<file path="src/rtl/quad_encoder_gen.sv">
// Quadrature encoder emulator: emits a commanded number of Gray-code steps on enc_a/enc_b,
// holding each state PHASE_CYCLES clocks, then settles before signalling done.
module quad_encoder_gen #(
   parameter int unsigned PHASE_CYCLES = 16,
   parameter int unsigned COUNT_W      = 8
) (
   input  logic               clk,
   input  logic               rst_n,
   input  logic               cmd_valid,
   output logic               cmd_ready,
   input  logic               cmd_dir,
   input  logic [COUNT_W-1:0] cmd_steps,
   input  logic               abort,
   output logic               enc_a,
   output logic               enc_b,
   output logic               busy,
   output logic               done,
   output logic [COUNT_W-1:0] position
);

   localparam int unsigned TIMER_W = (PHASE_CYCLES > 2) ? $clog2(PHASE_CYCLES) : 1;
   localparam logic [TIMER_W-1:0] TIMER_LAST = TIMER_W'(PHASE_CYCLES - 1);

   localparam logic [1:0] IDLE   = 2'd0;
   localparam logic [1:0] RUN    = 2'd1;
   localparam logic [1:0] SETTLE = 2'd2;
   localparam logic [1:0] DONE   = 2'd3;

   logic [1:0]         state_q, state_d;
   logic [TIMER_W-1:0] timer_q, timer_d;
   logic [COUNT_W-1:0] remaining_q, remaining_d;
   logic [COUNT_W-1:0] pos_q, pos_d;
   logic               dir_q, dir_d;
   logic               enc_a_q, enc_a_d;
   logic               enc_b_q, enc_b_d;
   logic               timer_wrap;

   assign timer_wrap = (timer_q == TIMER_LAST);

   always_comb begin
      state_d     = state_q;
      timer_d     = timer_q;
      remaining_d = remaining_q;
      pos_d       = pos_q;
      dir_d       = dir_q;
      enc_a_d     = enc_a_q;
      enc_b_d     = enc_b_q;

      case (state_q)
         IDLE: begin
            if (cmd_valid) begin
               dir_d       = cmd_dir;
               remaining_d = cmd_steps;
               timer_d     = '0;
               state_d     = (cmd_steps == '0) ? DONE : RUN;
            end
         end

         RUN: begin
            if (abort) begin
               // Abort wins over a transition scheduled on the same edge.
               timer_d = '0;
               state_d = DONE;
            end else if (timer_wrap) begin
               timer_d     = '0;
               remaining_d = remaining_q - COUNT_W'(1);
               // Up: 00->10->11->01; down is the reverse. One bit flips per step.
               if (dir_q) begin
                  enc_a_d = ~enc_b_q;
                  enc_b_d = enc_a_q;
                  pos_d   = pos_q + COUNT_W'(1);
               end else begin
                  enc_a_d = enc_b_q;
                  enc_b_d = ~enc_a_q;
                  pos_d   = pos_q - COUNT_W'(1);
               end
               if (remaining_q == COUNT_W'(1)) begin
                  state_d = SETTLE;
               end
            end else begin
               timer_d = timer_q + TIMER_W'(1);
            end
         end

         SETTLE: begin
            if (abort || timer_wrap) begin
               timer_d = '0;
               state_d = DONE;
            end else begin
               timer_d = timer_q + TIMER_W'(1);
            end
         end

         DONE: begin
            state_d = IDLE;
         end

         default: begin
            state_d = IDLE;
         end
      endcase
   end

   always_ff @(posedge clk or negedge rst_n) begin
      if (!rst_n) begin
         state_q     <= IDLE;
         timer_q     <= '0;
         remaining_q <= '0;
         pos_q       <= '0;
         dir_q       <= 1'b0;
         enc_a_q     <= 1'b0;
         enc_b_q     <= 1'b0;
      end else begin
         state_q     <= state_d;
         timer_q     <= timer_d;
         remaining_q <= remaining_d;
         pos_q       <= pos_d;
         dir_q       <= dir_d;
         enc_a_q     <= enc_a_d;
         enc_b_q     <= enc_b_d;
      end
   end

   assign cmd_ready = (state_q == IDLE);
   assign busy      = (state_q == RUN) || (state_q == SETTLE);
   assign done      = (state_q == DONE);
   assign enc_a     = enc_a_q;
   assign enc_b     = enc_b_q;
   assign position  = pos_q;

   a_one_bit_step: assert property (@(posedge clk) disable iff (!rst_n)
      $countones({enc_a_d, enc_b_d} ^ {enc_a_q, enc_b_q}) <= 1);

   a_run_has_work: assert property (@(posedge clk) disable iff (!rst_n)
      (state_q == RUN) |-> (remaining_q != '0));

endmodule

</file>
<file path="config.mk">
export PLATFORM = sky130hd
export DESIGN_NAME = quad_encoder_gen
export DESIGN_NICKNAME = d
export VERILOG_FILES = /design/src/rtl/quad_encoder_gen.sv
export SDC_FILE = /design/constraint.sdc
export NUM_CORES = 1
export LEC_CHECK = 0
export ABC_CLOCK_PERIOD_IN_PS = 2500
export BUFFER_PORTS_ARGS = -buffer_cell sky130_fd_sc_hd__buf_2
export CORE_ASPECT_RATIO = 1.2
export CORE_MARGIN = 2
export CORE_UTILIZATION = 56
export DETAILED_ROUTE_END_ITERATION = 10
export HOLD_SLACK_MARGIN = 0.1
export PLACE_DENSITY = 0.79
export SETUP_SLACK_MARGIN = 0.1
export SLEW_MARGIN = 10
export SYNTH_ARGS = -nofsm -noshare
export SYNTH_HDL_FRONTEND = slang
export SYNTH_SLANG_ARGS = --single-unit
</file>
<file path="constraint.sdc">
create_clock -name clk -period 2.5 [get_ports clk]
set_clock_uncertainty 0.1 [all_clocks]
set_input_delay 0.625 -clock clk [delete_from_list [all_inputs] [get_ports clk]]
set_output_delay 0.625 -clock clk [all_outputs]
set_load 0.02 [all_outputs]
</file>
# --- Word level (Yosys, flattened, before mapping) ---
# Cells that the tools add are included.
word_totals:
  ff_bits: 25
  in_bits: 13
  output_inout_bits: 13
  word_cells: 55
classes:
  add_sub_neg: 4
  n_eq_ne: 11
  n_mux: 19
  n_bitwise: 3
  reduce_logical: 11
op_table:
  columns: ["op", "count"]
  rows:
  - ["8-bit 2-to-1 mux", 4]
  - ["4-bit 2-to-1 mux", 4]
  - ["8-bit case mux with 2 select lines", 1]
  - ["8-bit by 1-bit subtractor with 8-bit output (second input constant)", 2]
  - ["2-bit 2-to-1 mux", 6]
  - ["4-bit case mux with 3 select lines", 1]
  - ["8-bit by 1-bit adder with 8-bit output (second input constant)", 1]
  - ["8-bit by 1-bit == test with 1-bit output (second input constant)", 1]
  - ["8-bit logical NOT", 1]
  - ["2-bit != test (second input constant)", 4]
  - ["2-bit case mux with 4 select lines", 1]
  - ["4-bit AND reduction", 2]
  - ["3-bit != test (second input constant)", 2]
  - ["4-bit by 1-bit adder with 4-bit output (second input constant)", 1]
  - ["2-bit == test (second input constant)", 2]
  - ["4-bit == test (second input constant)", 1]
  - ["2-bit AND reduction", 2]
  - ["1-bit inverter", 3]
  - ["3-bit AND reduction", 1]
  - ["3-bit nonzero test", 1]
  - ["2-bit by 1-bit == test with 1-bit output (second input constant)", 1]
  - ["2-bit logical NOT", 1]
  - ["1-bit logical OR", 2]
  - ["1-bit 2-to-1 mux", 2]
  - ["2-bit nonzero test", 1]

# --- Depth between registers and ports, before layout ---
depth:
  ltp_word: 5
  ltp_mapped: 8
  ltp_nobuf: 7

# --- Least setup slack after synthesis ---
# No wires, ideal clock.
synth_path:
  path_kind: "reg2reg"
  startpoint: "register dir_q"
  endpoint: "register pos_q[7] (netlist: position[7])"
  setup_time_ns: 0.131
  arrival_time_ns: 1.953
  required_time_ns: 2.269
  slack_ns: 0.315
  path_stages_with_launch: 9
  n_path_buf: 1
  synth_period_minus_slack_ns: 2.185
  path_cell_list: "dfrtp_1 clkbuf_1 inv_1 ha_1 a211oi_1 o211ai_1 or3_1 nand4_1 o31ai_1"
synth_via:
  elab_chain_len: 1
synth_rtl:
  columns: ["item", "line_no", "source"]
  rows:
  - ["from (decl)", "33", "logic dir_q, dir_d;"]
  - ["from (signal assigned)", "118", "dir_q <= dir_d;"]
  - ["8-bit 2-to-1 mux", "68", "if (dir_q) begin"]
  - ["to (signal assigned)", "117", "pos_q <= pos_d;"]
  - ["to (decl)", "32", "logic [COUNT_W-1:0] pos_q, pos_d;"]
# No other way between the ends.
# A chain may end at the register's enable or synchronous reset.

# --- Worst setup path after layout ---
# Ends and elaborated chain as after synthesis.

==> impl_metrics.ini <==
[floorplan]
pin_count = 26
core_um2 = 2811
dieHeight_um = 63.45
start_util_pct = 58.66
die_x_um = 53.54
dieArea_um2 = 3397
rows = 21

[drt]
wl_per_cell_um = 15.26
vias = 1503
routed_wl_mm = 3.738
routed_via_density = 6.135
drt_iter0_markers = 36
route.detailed.drc = 0
ant_nets = 0
firstDrtPassIters = 6

[run_status]
status = completed

[global_routing]
overflow = 0
grt_pass1_wl_mm = 6.306
grt_pass1_vias = 1422
grt_antenna_before_repair = 0
grt_max_degree = 26
grt.total_usage_pct = 24.48

[worst_setup_path]
cp_max_fo = 8
cp_top_family = compound AO/OA/AOI/OAI gates
crit_path_top_delay_cell = dfrtp_2
endpoint_kind = flop
worstSetupPathType = reg -> reg
slowest_delay_ns = 0.49
crit_chain = inv_1 -> ha_1 -> a211oi_1 -> o211ai_1 -> or3_1 -> nand4_1 -> o31ai_1
crit_required_ns = 2.61
critPathBufInv = 1
startpoint_type = flop
cp.arrival_ns = 2.35

[finish]
area_growth_pct = 11.76
final_cell_mix = nand2_1 (25), buf_2 (25), dfrtp_1 (24)
seq_area_um2 = 626.9
drive_gt1_share_pct = 18.01
multi_input_comb_area_um2 = 965.9
nFillCells = 231
nNetsFinal = 241
diodes = 0

[synth]
seq_area_frac_synth_pct = 37.94
yosys_register_bits = 25
synthArstFlopShare_pct = 100.0
synth.largest_area_cell = dfrtp_1
synth.avg_cell_area_um2 = 8.962
netlist_area_um2 = 1649
ys.flop_type = dfrtp_1
yosys_warnings = 0
synth_nets = 213
synth_edf_count = 0
synth_top_area_share_pct = 37.94
ys_top_cells_by_area = dfrtp_1 (38%), ha_1 (11%), o21ai_0 (5.8%)
ys_types = 43
synthCells = 184

[sta]
slew_headroom_pct = 51.61
finalSetupViolations = 0
post-route-min-period_ns = 2.242
rsz0062_at_grt = no
clock.fmax_mhz = 446.0
drv_slew = 0
hold_violations = 0
tightest_slew_ns = 0.7193
tns_ns = 0
period_share_pct = 89.69

[cts]
cts.sinks = 25
post_cts_buffers = 0
worstSkewPairLatency_ns = 0.32
cts_buffer_depth = 2
cts-hold-fix-buffers = 0
path_clk_slew_ns = 0.14
root_buffer = clkbuf_4
cts_max_level = 1
cts_tree = built
post_cts_resized = 0
cts_buffers = 3

[power]
power_leakage_nw = 0.8753
irDropWorstVdd_mv = 0.8531
powerDensity_nw_per_um2 = 955.6
power_mw = 1.761

[place]
gp_congestion = 0.7901
port_buffers = 25
post-dp-hpwl_mm = 2.844

[worst_hold_path]
hold_path.class = in -> async

[run]
max_cap_viol_count = 0
registers in the layout (all words and copies together), names as in the netlist:
| name | count |
|---|---|
| dir_q | 1 |
| enc_a | 1 |
| enc_b | 1 |
| position | 8 |
| remaining_q | 8 |
| state_q | 2 |
| timer_q | 4 |
cells in the mapped netlist (2+ instances only):
library cell  number
a211oi_1           2
nor4_1             3
nand4_1            5
xnor2_1            7
nand2_1           25
nor3_1             3
dfrtp_1           25
nand4b_1           2
o211ai_1           4
a21o_1             2
o21ai_0           19
a21oi_1           12
or2_2              2
a22oi_1            2
nand3_1            5
ha_1              15
nor2_1            11
nor2b_1            2
xor2_1             2
a32oi_1            3
inv_1              9
clkbuf_1           3
area by class of cell:
cell class              count  area share [%]
clock buffers               4           1.426
inverters                   9           1.833
multi-input cells         145           52.41
flip-flops and latches     25           34.01
well taps                  34           2.308
repair buffers             28           8.011
through the flow:
stage | hold WS (ns) | instances | cell area [um2] | worst slack, ns | util [%]
2_1_floorplan | 0.2294 | 184 | 1649 | 0.3154 | -
3_5_place_dp | 0.4049 | 241 | 1812 | 0.2210 | 64.44
3_3_place_gp | 0.3749 | 241 | 1812 | 0.3533 | 64.44
4_1_cts | 0.1980 | 245 | 1838 | 0.2041 | 65.38
5_1_grt | 0.2104 | 245 | 1843 | 0.1165 | 65.55
6_report | 0.1755 | 245 | 1843 | 0.2577 | 65.55
path summary, 6_finish.rpt:
kind,startpoint,endpoint,slack (ns),cells past startpoint
hold reg to reg,timer_q[1],timer_q[1],0.44,2
setup / recovery,dir_q,position[7],0.26,7
min in group clk,timer_q[1],timer_q[1],0.44,2
hold / removal,rst_n,position[5],0.18,1
max in group asynchronous,rst_n,dir_q,1.70,1
setup reg to reg,dir_q,position[7],0.26,7
logic make-up (layout without fill, tap and decap cells):
logic type,Yosys count,after routing,share of synthesized area [%]
XOR/XNOR,9,9,4.780
flip-flops,25,25,37.94
AND/OR/NAND/NOR,66,66,20.26
adder cells (fa/ha/maj),16,16,12.59
buffers and inverters,14,41,3.717
multiplexers,2,2,1.290
AO/OA/AOI/OAI,52,52,19.42
metal layers:
| layer | track usage (%) | share of wire (%) | vias to the layer above |
|---|---|---|---|
| met1 | 31.64 | 42 | 735 |
| li1 | - | - | 715 |
| met3 | 2.607 | 4.2 | 7 |
| met2 | 41.67 | 52 | 46 |
| met5 | 0 | 0 | - |
| met4 | 7.692 | 1.6 | 0 |
power breakdown:
part / internal [mW] / switching [mW] / leakage (nW)
registers: 0.508 / 0.126 / 0.319
logic: 0.385 / 0.556 / 0.541
clock network: 0.0625 / 0.124 / 0.0150
total: 0.956 / 0.805 / 0.875
Note: power is estimated with default switching activity, not from simulation.
